--- src/rtl/addsub_pkg.sv ---
`default_nettype none
// ============================================================================
// Module  : addsub_pkg
// Purpose : Saturation limits, overflow rule and saturation select shared by
//           the adder/subtractor datapath.
// Rev     : 1.0
// ============================================================================
package addsub_pkg;

  // Limits are built at 64 bits and narrowed by the caller (WIDTH <= 63).
  function automatic logic [63:0] sat_max(input int w, input logic sgn);
    return sgn ? ((64'd1 << (w - 1)) - 64'd1) : ((64'd1 << w) - 64'd1);
  endfunction

  function automatic logic [63:0] sat_min(input int w, input logic sgn);
    return sgn ? (64'd1 << (w - 1)) : 64'd0;
  endfunction

  function automatic logic ovf_detect(input logic x_msb, input logic b_msb,
                                      input logic r_msb, input logic c,
                                      input logic sub, input logic sgn);
    if (!sgn)
      return c;
    if (sub)
      return (x_msb != b_msb) && (r_msb != x_msb);
    return (x_msb == b_msb) && (r_msb != x_msb);
  endfunction

  function automatic logic [63:0] saturate(input int w, input logic x_msb,
                                           input logic sub, input logic sgn);
    if (sgn)
      return x_msb ? sat_min(w, 1'b1) : sat_max(w, 1'b1);
    return sub ? sat_min(w, 1'b0) : sat_max(w, 1'b0);
  endfunction

endpackage
`default_nettype wire

--- src/rtl/addsub_core.sv ---
`default_nettype none
// ============================================================================
// Module  : addsub_core
// Purpose : Combinational add/subtract with carry/borrow, overflow detection
//           and optional saturation.
// Rev     : 1.0
// ============================================================================
module addsub_core
  import addsub_pkg::*;
#(
  parameter int WIDTH  = 18,
  parameter bit SIGNED = 1'b1
) (
  input  logic [WIDTH-1:0] i_x,
  input  logic [WIDTH-1:0] i_b,
  input  logic             i_sub,
  input  logic             i_cin,
  input  logic             i_sat_en,
  output logic [WIDTH-1:0] o_p,
  output logic             o_cout,
  output logic             o_ovf
);

  logic [WIDTH:0]   w_sum;
  logic [WIDTH-1:0] w_sat;
  logic             w_ovf;

  // Bit WIDTH of the extended result is the carry for add and the borrow for sub.
  always_comb begin
    if (i_sub)
      w_sum = {1'b0, i_x} - {1'b0, i_b} - {{WIDTH{1'b0}}, i_cin};
    else
      w_sum = {1'b0, i_x} + {1'b0, i_b} + {{WIDTH{1'b0}}, i_cin};
  end

  assign w_ovf = ovf_detect(i_x[WIDTH-1], i_b[WIDTH-1], w_sum[WIDTH-1],
                            w_sum[WIDTH], i_sub, SIGNED);
  assign w_sat = WIDTH'(saturate(WIDTH, i_x[WIDTH-1], i_sub, SIGNED));

  always_comb begin
    o_p    = w_sum[WIDTH-1:0];
    o_cout = w_sum[WIDTH];
    if (i_sat_en && w_ovf) begin
      o_p    = w_sat;
      o_cout = 1'b0;
    end
  end

  assign o_ovf = w_ovf;

endmodule
`default_nettype wire

--- src/rtl/addsub_accum_pipe.sv ---
`default_nettype none
// ============================================================================
// Module  : addsub_accum_pipe
// Purpose : Registered add/subtract/accumulate unit with optional input and
//           output stages, saturation and a sticky overflow flag.
// Rev     : 1.0
// ============================================================================
module addsub_accum_pipe
  import addsub_pkg::*;
#(
  parameter int WIDTH   = 18,
  parameter bit IN_REG  = 1'b1,
  parameter bit OUT_REG = 1'b1,
  parameter bit SIGNED  = 1'b1
) (
  input  logic             CLK,
  input  logic             RST_n,
  input  logic             CE,
  input  logic             in_valid,
  input  logic [WIDTH-1:0] A,
  input  logic [WIDTH-1:0] B,
  input  logic             SUB,
  input  logic             CIN,
  input  logic             ACC,
  input  logic             SAT_EN,
  input  logic             CLR_OVF,
  output logic             out_valid,
  output logic [WIDTH-1:0] P,
  output logic             COUT,
  output logic             OVF,
  output logic             OVF_STICKY
);

  logic             w_s0_valid;
  logic [WIDTH-1:0] w_s0_a;
  logic [WIDTH-1:0] w_s0_b;
  logic             w_s0_sub;
  logic             w_s0_cin;
  logic             w_s0_acc;
  logic             w_s0_sat;

  generate
    if (IN_REG) begin : g_in_reg
      logic             r_valid;
      logic [WIDTH-1:0] r_a;
      logic [WIDTH-1:0] r_b;
      logic             r_sub;
      logic             r_cin;
      logic             r_acc;
      logic             r_sat;

      always_ff @(posedge CLK or negedge RST_n) begin
        if (!RST_n) begin
          r_valid <= 1'b0;
          r_a     <= '0;
          r_b     <= '0;
          r_sub   <= 1'b0;
          r_cin   <= 1'b0;
          r_acc   <= 1'b0;
          r_sat   <= 1'b0;
        end else if (CE) begin
          r_valid <= in_valid;
          r_a     <= A;
          r_b     <= B;
          r_sub   <= SUB;
          r_cin   <= CIN;
          r_acc   <= ACC;
          r_sat   <= SAT_EN;
        end
      end

      assign w_s0_valid = r_valid;
      assign w_s0_a     = r_a;
      assign w_s0_b     = r_b;
      assign w_s0_sub   = r_sub;
      assign w_s0_cin   = r_cin;
      assign w_s0_acc   = r_acc;
      assign w_s0_sat   = r_sat;
    end else begin : g_in_pass
      assign w_s0_valid = in_valid;
      assign w_s0_a     = A;
      assign w_s0_b     = B;
      assign w_s0_sub   = SUB;
      assign w_s0_cin   = CIN;
      assign w_s0_acc   = ACC;
      assign w_s0_sat   = SAT_EN;
    end
  endgenerate

  logic             r_s1_valid;
  logic [WIDTH-1:0] r_s1_p;
  logic             r_s1_cout;
  logic             r_s1_ovf;
  logic             r_sticky;
  logic [WIDTH-1:0] w_x;
  logic [WIDTH-1:0] w_p;
  logic             w_cout;
  logic             w_ovf;

  // The S1 result register doubles as the accumulator.
  assign w_x = w_s0_acc ? r_s1_p : w_s0_a;

  addsub_core #(
    .WIDTH  (WIDTH),
    .SIGNED (SIGNED)
  ) u_core (
    .i_x      (w_x),
    .i_b      (w_s0_b),
    .i_sub    (w_s0_sub),
    .i_cin    (w_s0_cin),
    .i_sat_en (w_s0_sat),
    .o_p      (w_p),
    .o_cout   (w_cout),
    .o_ovf    (w_ovf)
  );

  always_ff @(posedge CLK or negedge RST_n) begin
    if (!RST_n) begin
      r_s1_valid <= 1'b0;
      r_s1_p     <= '0;
      r_s1_cout  <= 1'b0;
      r_s1_ovf   <= 1'b0;
      r_sticky   <= 1'b0;
    end else if (CE) begin
      r_s1_valid <= w_s0_valid;
      if (w_s0_valid) begin
        r_s1_p    <= w_p;
        r_s1_cout <= w_cout;
        r_s1_ovf  <= w_ovf;
      end
      // A new overflow outranks a coincident clear.
      if (w_s0_valid && w_ovf)
        r_sticky <= 1'b1;
      else if (CLR_OVF)
        r_sticky <= 1'b0;
    end
  end

  assign OVF_STICKY = r_sticky;

  generate
    if (OUT_REG) begin : g_out_reg
      logic             r_valid;
      logic [WIDTH-1:0] r_p;
      logic             r_cout;
      logic             r_ovf;

      always_ff @(posedge CLK or negedge RST_n) begin
        if (!RST_n) begin
          r_valid <= 1'b0;
          r_p     <= '0;
          r_cout  <= 1'b0;
          r_ovf   <= 1'b0;
        end else if (CE) begin
          r_valid <= r_s1_valid;
          r_p     <= r_s1_p;
          r_cout  <= r_s1_cout;
          r_ovf   <= r_s1_ovf;
        end
      end

      assign out_valid = r_valid;
      assign P         = r_p;
      assign COUT      = r_cout;
      assign OVF       = r_ovf;
    end else begin : g_out_pass
      assign out_valid = r_s1_valid;
      assign P         = r_s1_p;
      assign COUT      = r_s1_cout;
      assign OVF       = r_s1_ovf;
    end
  endgenerate

endmodule
`default_nettype wire

--- config.mk ---
export PLATFORM = sky130hd
export DESIGN_NAME = addsub_accum_pipe
export DESIGN_NICKNAME = d
export VERILOG_FILES = /design/src/rtl/addsub_pkg.sv /design/src/rtl/addsub_core.sv /design/src/rtl/addsub_accum_pipe.sv
export SDC_FILE = /design/constraint.sdc
export NUM_CORES = 1
export LEC_CHECK = 0
export ABC_AREA = 1
export CAP_MARGIN = 20
export CORE_MARGIN = 4
export CORE_UTILIZATION = 50
export CTS_BUF_LIST = sky130_fd_sc_hd__clkbuf_16
export CTS_CLUSTER_SIZE = 20
export DETAILED_ROUTE_END_ITERATION = 10
export PLACE_DENSITY = 0.76
export SYNTH_ARGS = -nofsm -noshare
export SYNTH_HDL_FRONTEND = slang
export SYNTH_SLANG_ARGS = --single-unit
--- constraint.sdc ---
create_clock -name CLK -period 4.25 [get_ports CLK]
set_clock_uncertainty 0.1 [all_clocks]
set_input_delay 0.6375 -clock CLK [delete_from_list [all_inputs] [get_ports CLK]]
set_output_delay 0.6375 -clock CLK [all_outputs]
set_load 0.03 [all_outputs]
# Yosys cells after proc, flatten, opt, wreduce, memory -nomap -nowiden
# Cells that the tools add are included.
# word_totals
regBits	84
in_bits	45
out_inout_bits	22
elab_cells	40
# op_classes
n_addsub	4
eq_ne	3
n_mux	10
reduce_logical	7
# ops
operator	n
2-to-1 mux 18 bit	3
adder 18 x 18 -> 19 bit	1
adder 19 x 1 -> 19 bit	1
2-to-1 mux 19 bit	1
subtractor 18 x 18 -> 19 bit	1
subtractor 19 x 1 -> 19 bit	1
2-to-1 mux 1 bit	6
logical AND 1 bit	4
AND reduction 2 bit	2
!= test 1 bit	2
nonzero test 2 bit	1
equality test 1 bit	1

# Longest topological paths before layout
# Gate-level depths: netlist (run 1).
# depth
word_depth	11
mapped_depth	25
depth_no_buf	22

# Modules after synthesis
# From an unflattened synthesis (run 1), not the netlist that was laid out.
# unflattened
hier_cells	865
area_unflattened_um2	6122.1
# modules_own_cells
mod	instances	cells_per_inst	area_each_um2	seq_area_each_um2
addsub_accum_pipe	1	396	3455.8	2102.0
addsub_core	1	469	2666.3	0.0

# Worst setup path after synthesis (run 1)
# Ideal clock, no wire load.
# synth_timing
kind	register to register
from	register g_in_reg.r_acc
to	register r_s1_p[11]
setup_time_ns	0.120
arrival_time_ns	3.063
t_required_ns	4.030
setup_slack_ns	0.967
stages_incl_launch_ff	22
n_path_buf	3
synth_period_minus_slack_ns	3.283
cell_sequence	dfrtp_1 > buf_4 > inv_2 > clkbuf_1 > or2_2 > o21ai_0 > ha_1 > inv_2 > ha_1 > nand2_1 > inv_1 > a21oi_1 > nand3_2 > nand2_1 > nand3_1 > nand3_1 > nand2_2 > nand2_2 > nand4_4 > buf_8 > nand2_2 > a21oi_2
# synth_between
elab_chain_cells	10
word_cells_on_any_way	16
classes_between	4 x add/sub; 3 x eq/ne; 6 x mux; 3 x reduce/logical
# synth_lines
item	line	rtl
start, declared	addsub_accum_pipe.sv:49	logic r_acc;
start signal, assigned	addsub_accum_pipe.sv:59	r_acc <= 1'b0;
start signal, assigned	addsub_accum_pipe.sv:67	r_acc <= ACC;
2-to-1 mux 18 bit (*)	addsub_accum_pipe.sv:101	assign w_x = w_s0_acc ? r_s1_p : w_s0_a;
adder 18 x 18 -> 19 bit / subtractor 18 x 18 -> 19 bit (equally long branches)	addsub_core.sv:33, addsub_core.sv:31	
adder 19 x 1 -> 19 bit / subtractor 19 x 1 -> 19 bit (equally long branches)	addsub_core.sv:33, addsub_core.sv:31	
2-to-1 mux 19 bit	addsub_core.sv:30	if (i_sub)
!= test 1 bit	addsub_pkg.sv:25, addsub_pkg.sv:26	
logical AND 1 bit	addsub_pkg.sv:25	return (x_msb != b_msb) && (r_msb != x_msb);
2-to-1 mux 1 bit	addsub_pkg.sv:24	if (sub)
2-to-1 mux 1 bit	addsub_pkg.sv:26	return (x_msb == b_msb) && (r_msb != x_msb);
logical AND 1 bit	addsub_core.sv:43	if (i_sat_en && w_ovf) begin
2-to-1 mux 18 bit (*)	addsub_core.sv:43	
end signal, assigned	addsub_accum_pipe.sv:127	r_s1_p <= w_p;
end, declared	addsub_accum_pipe.sv:91	logic [WIDTH-1:0] r_s1_p;
# Mark *: on every way between the ends. The rest lies on a longest branch, timed or not. The select of a mux whose other input is x is not followed.
# A chain may end at the register's enable or synchronous reset.

# Worst setup path in the final report (run 1)
# layout_timing
from	register g_in_reg.r_acc
to	register r_s1_p[2]
# The elaborated chain is that of the path after synthesis.

==> metrics.md, run 1 <==
| Metric | Value |
|---|---|
| Initial antenna violation count | 0 |
| CTS tree | done |
| Global-route wire length before repair | ~24000 um |
| CORE AREA | between 10000 and 15000 um^2 |
| Fin. max-slew vios | 0 |
| Die height | between 100 and 150 um |
| CP Cell Sequence | inv_2 > or2_2 > o21ai_0 > ha_1 > inv_1 > ha_1 > nand2_1 > nor3_1 > and3_1 > nand2_1 > nand2_1 > nand2_1 > nand3_1 > nand2_2 > nand2_2 > nand4_4 > nand2_1 > a21oi_1 |
| Layout area overhead | 17.8% |
| Htree depth | 3 |
| CP max-delay cell | dfrtp_1 |
| Worst slew margin | a little over two fifths |
| Worst min path class | in2async |
| Period Utilization, post-route | 86.0% |
| 1st-iter DRT viols | a little over 300 |
| Vias in the first global route | approximately 5000 |
| Total negative setup slack | 0 ns |
| # diodes | 0 |
| I/O pin count | 67 |
| CTS Buffer Depth | 2 |
| Cell variety after synth | between 40 and 50 |
| Worst-Skew Late Latency | 0.34 ns |
| Worst EP required | about 4.4 ns |
| Worst path buffer plus inverter count | 2 |
| Final Core Density | 60.3% |
| Syn_nets | 901 |
| Initial Util | 51.2% |
| EDFF count, synth | 0 |
| Die area | 13500 um^2 |
| Number of remaining DRC errors | 0 |
| Most frequent cells in the layout | nand2_1, dfrtp_1, inv_1, clkdlybuf4s50_1, o21ai_0 |
| Crit Path Max Fanout | 19 |
| Total grt overflow | 0 |
| Final WL | roughly 15000 um |
| Width of the die | 116 um |
| Lkg Pwr | 3.55 nW |
| Register area share after synthesis | a little over a third |
| Async S/R FF share, synth | 100% |
| Pwr Density | about 550 nW/um^2 |
| Top delay family on crit path | simple AND/OR/NAND/NOR gates |
| Routed vias/inst | 5.16 |
| Fmax | 273 MHz |
| # fillers | 1041 |
| WP data arrival | 3.77 ns |
| Commonest non-fill, non-tap cell in the layout | nand2_1 |
| Synth Flop Type | dfrtp_1 |
| Mapped cell area | 5870 um^2 |
| Resize count post-CTS | 0 |
| Number of detailed-route iterations in the first pass | 5 |
| Syn avg cell area | about 7.3 um^2 |
| Routed len/inst | roughly 15 um |
| Total Nets Final | 960 |
| Largest net degree at the start of global routing | 72 |
| CTS Hold Bufs | 0 |
| CP max stage delay | between 0.3 and 0.4 ns |
| Worst setup startpoint | g_in_reg.r_acc$_DFFE_PN0P_ |
| Max Cap Violations | 0 |
| FP Rows | 39 |
| DP HPWL | 11400 um |
| CP dominant cell by count | nand2_1 |
| Setup Fix Bufs, Post-CTS | 0 |
| Total Routing Usage GR | 22.4% |
| Routability cong. | roughly 0.97 |
| Peak supply drop | 419 uV |
| CTS sink count | 84 |
| CTS Buf Count | 9 |
| Outcome | complete, no violations |
| Yosys warns | 0 |
| Final Hold Fails | 0 |
| Share of layout cells above drive strength 1 | 10.0% |
| Final Setup Violations | 0 |
| PortBufs | 66 |
| Root buf cell | clkbuf_16 |
| Critical path startpoint category | flip-flop |
| RSZ-0062 raised after global routing | no |
| Antenna Nets Post-Route | 0 |
| Worst setup EP type | flip-flop |
| Synth Register Bits | 84 |
| Critical path class | reg2reg |
| Synth Instances | 803 |
| Via count | about 5200 |
| Crit path time final | ~3.7 ns |
| Slew @ Worst Pin | 0.855 ns |
| R2r startpoint | g_in_reg.r_acc$_DFFE_PN0P_ |
| Reg clk slew, reported paths | 0.06 ns |
-- flip-flops by register name, summed over array words and instances, names as in the netlist, 18 cells and up --
name and cells:
P 18, g_in_reg.r_a 18, g_in_reg.r_b 18, r_s1_p 18
-- metrics by stage --
stage          power (mW)  cell area, um^2  std cells  setup slack, ns  hold slack, ns
6_report             3.82             6910       1009            0.593           0.281
5_1_grt              4.11             6910       1009            0.304           0.356
4_1_cts              3.83             6910       1009            0.600           0.320
3_5_place_dp         3.05             6620        994            0.638           0.356
3_3_place_gp         3.02             6620        994            0.688           0.356
2_1_floorplan        2.48             5870        803            0.967           0.242
-- cell families after synthesis --
group,share of synthesized area [%]
simple gates,29.5
fa+ha+maj,11.8
flops,35.8
xor+xnor,1.49
mux,0.192
compound gates,13.2
buf+inv,7.95
-- Yosys cell counts, types with 2 or more instances --
library cell | instances | area, um^2
buf_1 | 2 | 7.51
inv_1 | 84 | 315
a31oi_1 | 2 | 12.5
o21a_1 | 2 | 15.0
clkbuf_1 | 18 | 67.6
nand2_1 | 282 | 1060
inv_2 | 5 | 18.8
o21ai_0 | 53 | 265
ha_1 | 49 | 613
nand4_1 | 2 | 12.5
nand3_1 | 24 | 120
xnor2_1 | 5 | 43.8
nor3_1 | 6 | 30.0
dfrtp_1 | 84 | 2100
or2_2 | 19 | 119
o21bai_1 | 5 | 37.5
o211ai_1 | 2 | 15.0
xor2_1 | 5 | 43.8
a21oi_2 | 10 | 87.6
fa_1 | 4 | 80.1
nor4_1 | 2 | 12.5
nand3_2 | 4 | 40.0
and3_1 | 2 | 12.5
nand2_2 | 18 | 113
nor2_1 | 42 | 158
a21o_1 | 3 | 22.5
a21oi_1 | 50 | 250
-- per-layer routing --
layer | wire length, um | up-vias | part of all wire (%) | global-route usage (%)
met5 | 0 | - | 0 | 0
met4 | 407 | 0 | 2.8 | 8.35
met3 | 615 | 29 | 4.2 | 3.68
met2 | 7400 | 136 | 50 | 39.2
met1 | 6370 | 2378 | 43 | 27.8
li1 | - | 2663 | - | -
-- final timing paths --
kind | end | slack [ns] | cells after the start
worst min-delay path | g_in_reg.r_b[11]$_DFFE_PN0P_ | 0.28 | 1
worst max register to register | r_s1_p[2]$_DFFE_PN0P_ | 0.59 | 18
min in group CLK | g_in_reg.r_a[2]$_DFFE_PN0P_ | 0.37 | 2
max in group asynchronous | g_in_reg.r_b[8]$_DFFE_PN0P_ | 2.99 | 2
worst min register to register | g_in_reg.r_a[2]$_DFFE_PN0P_ | 0.37 | 2
worst max-delay path | r_s1_p[2]$_DFFE_PN0P_ | 0.59 | 18
-- worst reg2reg max path: stages, from the launching register on --
cell and delay, ns:
dfrtp_1 0.38, inv_2 0.24, or2_2 0.17, o21ai_0 0.15
ha_1 0.37, inv_1 0.10, ha_1 0.37, nand2_1 0.13
nor3_1 0.27, and3_1 0.21, nand2_1 0.08, nand2_1 0.07
nand2_1 0.05, nand3_1 0.11, nand2_2 0.10, nand2_2 0.09
nand4_4 0.30, nand2_1 0.17, a21oi_1 0.09
-- report_power, final --
| group | switching [mW] | internal, mW |
|---|---|---|
| clock network | 0.313 | 0.451 |
| registers | 0.142 | 0.987 |
| logic | 1.20 | 0.725 |
| total | 1.66 | 2.16 |
-- layout make-up --
class | count | area, um^2 | area share [%]
clock buffer | 9 | 225 | 3.26
clock inverter | 6 | 65.1 | 0.941
inverter | 91 | 344 | 4.98
multi-input combinational | 604 | 3300 | 47.7
sequential | 84 | 2100 | 30.4
tap | 143 | 179 | 2.59
timing repair buffer | 72 | 698 | 10.1
Power figures use the tool's default switching activity.
==> run 2: changes to the inputs <==
- CTS_CLUSTER_SIZE: 20 -> 40
- GPL_ROUTABILITY_DRIVEN: unset -> 0
==> run 2 against run 1 <==
Count of clock-buffer cells in the layout did not move. Sequential power is essentially flat. Clock power grew 7.2%. Wire length hardly changed. Utilization increased by 0.26 points. Sequential share of layout area decreased by 0.13 points. Die area did not move. Setup slack lost 0.16 ns. Critical path depth up 2. Global-route usage grew 0.20 points.
==> metrics.md, run 2 (synthesis results as in run 1) <==
| Metric | Value |
|---|---|
| Initial antenna violation count | 0 (unchanged) |
| Pint | 2.23 mW (+2.9%) |
| # diodes | 0 (unchanged) |
| Worst path buffer plus inverter count | 3 (+1) |
| Slew @ Worst Pin | 0.846 ns (-0.00954 ns) |
| I/O pin count | 67 (unchanged) |
| Width of the die | 116 um (unchanged) |
| Placed Area | 6630 um^2 (+0.11%) |
| Hold Slack | 0.303 ns (+0.0227 ns) |
| CORE AREA | 11500 um^2 (unchanged) |
| CP max-delay cell | ha_1 |
| Sequential share of power | 29.4% (about the same) |
| CTS Hold Bufs | 0 (unchanged) |
| Worst setup EP type | flip-flop |
| 1st-iter DRT viols | 322 (+5.2%) |
| Most frequent cells in the layout | nand2_1, dfrtp_1, inv_1, clkdlybuf4s50_1, o21ai_0 |
| Peak supply drop | 390 uV (-6.9%) |
| Top delay family on crit path | simple AND/OR/NAND/NOR gates |
| Total Routing Usage GR | 22.6% (+0.20 points) |
| Resize count post-CTS | 0 (unchanged) |
| CP dominant cell by count | nand2_1 |
| Reg clk slew, reported paths | 0.06 ns (about the same) |
| Sw frac | 42.6% (-0.82 points) |
| CP max stage delay | 0.45 ns (+0.07 ns) |
| Total Nets Final | 961 (+0.10%) |
| Die area | 13500 um^2 (unchanged) |
| Routed vias/inst | 5.21 (+1.0%) |
| Commonest non-fill, non-tap cell in the layout | nand2_1 |
| Worst min path class | in2async |
| Final Hold Fails | 0 (unchanged) |
| Fmax | 262 MHz (-4.2%) |
| Worst slew margin | 43.6% (+0.64 points) |
| Die height | 116 um (unchanged) |
| CP Cell Sequence | buf_4 > inv_2 > or2_2 > o21ai_0 > ha_1 > inv_2 > ha_1 > nand2_1 > nor2_1 > nand3_1 > nand3_2 > nand2_1 > nand2_1 > nand2_1 > nand3_1 > nand2_2 > nand2_2 > nand4_4 > nand2_1 > a21oi_1 |
| Initial Util | 51.2% (unchanged) |
| Number of detailed-route iterations in the first pass | 5 (unchanged) |
| Outcome | complete, no violations |
| Final Core Density | 60.6% (+0.26 points) |
| Tot Pwr | 3.88 mW (+1.4%) |
| Setup Fix Bufs, Post-CTS | 0 (unchanged) |
| # fillers | 1044 (+0.29%) |
| Logic pwr share | 49.5% (-1.0 points) |
| Antenna Nets Post-Route | 0 (unchanged) |
| Crit path time final | 3.82 ns (+0.160 ns) |
| FP Rows | 39 (unchanged) |
| P_sw | 1.65 mW (-0.49%) |
| Root buf cell | clkbuf_16 |
| Final Setup Violations | 0 (unchanged) |
| Worst EP required | 4.36 ns (about the same) |
| Final non-filler cell area | 6940 um^2 (+0.43%) |
| CTS Buffer Depth | 2 (unchanged) |
| CTS Buf Count | 9 (unchanged) |
| Share of layout cells above drive strength 1 | 10.3% (+0.22 points) |
| Crit Path Max Fanout | 19 (unchanged) |
| Pwr Density | 558 nW/um^2 (+0.98%) |
| Htree depth | 3 (unchanged) |
| Max Cap Violations | 0 (unchanged) |
| Routed len/inst | 14.6 um (-0.12%) |
| Global-route wire length before repair | 24100 um (+1.3%) |
| Lkg Pwr | 3.58 nW (+0.82%) |
| Layout area overhead | 18.3% |
| Critical path class | reg2reg |
| CTS sink count | 84 (unchanged) |
| Clock share of power | 21.1% (+1.1 points) |
| WP data arrival | 3.93 ns (+0.16 ns) |
| Vias in the first global route | 5092 (+1.9%) |
| Final WL | 14800 um (about the same) |
| Worst-Skew Late Latency | 0.34 ns (about the same) |
| DP HPWL | 11300 um (-0.45%) |
| Number of remaining DRC errors | 0 (unchanged) |
| RSZ-0062 raised after global routing | no |
| Period Utilization, post-route | 89.8% (+3.8 points) |
| Total negative setup slack | 0 ns (unchanged) |
| Total grt overflow | 0 (unchanged) |
| PortBufs | 66 (unchanged) |
| Critical path startpoint category | flip-flop |
| Fin. max-slew vios | 0 (unchanged) |
| Via count | 5264 (+1.1%) |
| CTS tree | done |
| Largest net degree at the start of global routing | 72 (unchanged) |
-- run 2: worst paths after layout --
check,startpoint,endpoint,cells after the start,slack (ns)
max reg2reg,g_in_reg.r_acc$_DFFE_PN0P_,r_s1_p[5]$_DFFE_PN0P_,20,0.43
min in group CLK,g_in_reg.r_a[3]$_DFFE_PN0P_,g_in_reg.r_a[3]$_DFFE_PN0P_,2,0.37
min,RST_n,g_in_reg.r_b[12]$_DFFE_PN0P_,1,0.30
max,g_in_reg.r_acc$_DFFE_PN0P_,r_s1_p[5]$_DFFE_PN0P_,20,0.43
min reg2reg,g_in_reg.r_a[3]$_DFFE_PN0P_,g_in_reg.r_a[3]$_DFFE_PN0P_,2,0.37
max in group asynchronous,RST_n,r_s1_p[3]$_DFFE_PN0P_,2,2.95
-- run 2: final cells by class --
class | instances | area [um^2] | share of cell area [%]
clock buffers | 9 | 225 | 3.24
clock inverters | 6 | 87.6 | 1.26
inverters | 91 | 344 | 4.95
multi-input cells | 604 | 3300 | 47.5
flip-flops and latches | 84 | 2100 | 30.3
well taps | 143 | 179 | 2.58
repair buffers | 73 | 706 | 10.2
-- run 2: layer usage --
| metal | vias up | part of all wire, % | routed length, um | global-route usage, % |
|---|---|---|---|---|
| met5 | - | 0 | 0 | 0 |
| met4 | 0 | 3.1 | 459 | 8.74 |
| met3 | 30 | 5.1 | 756 | 3.21 |
| met2 | 166 | 49 | 7310 | 39.9 |
| met1 | 2399 | 42 | 6270 | 27.9 |
| li1 | 2669 | - | - | - |
-- run 2: power groups by stage --
stage | Sequential (mW) | Clock, mW | Combinational [mW]
6_report | 1.14 | 0.819 | 1.92
5_1_grt | 1.16 | 0.860 | 2.14
4_1_cts | 1.13 | 0.832 | 1.91
3_5_place_dp | 1.14 | 0 | 1.90
3_3_place_gp | 1.14 | 0 | 1.87
2_1_floorplan | 1.23 | 0 | 1.25
-- run 2: per-stage QoR --
stage / instances / setup WS [ns]
after global placement: 995 / 0.539
after detailed placement: 995 / 0.484
after floorplan: 803 / 0.967
after CTS: 1010 / 0.438
after global routing: 1010 / 0.147
final: 1010 / 0.433
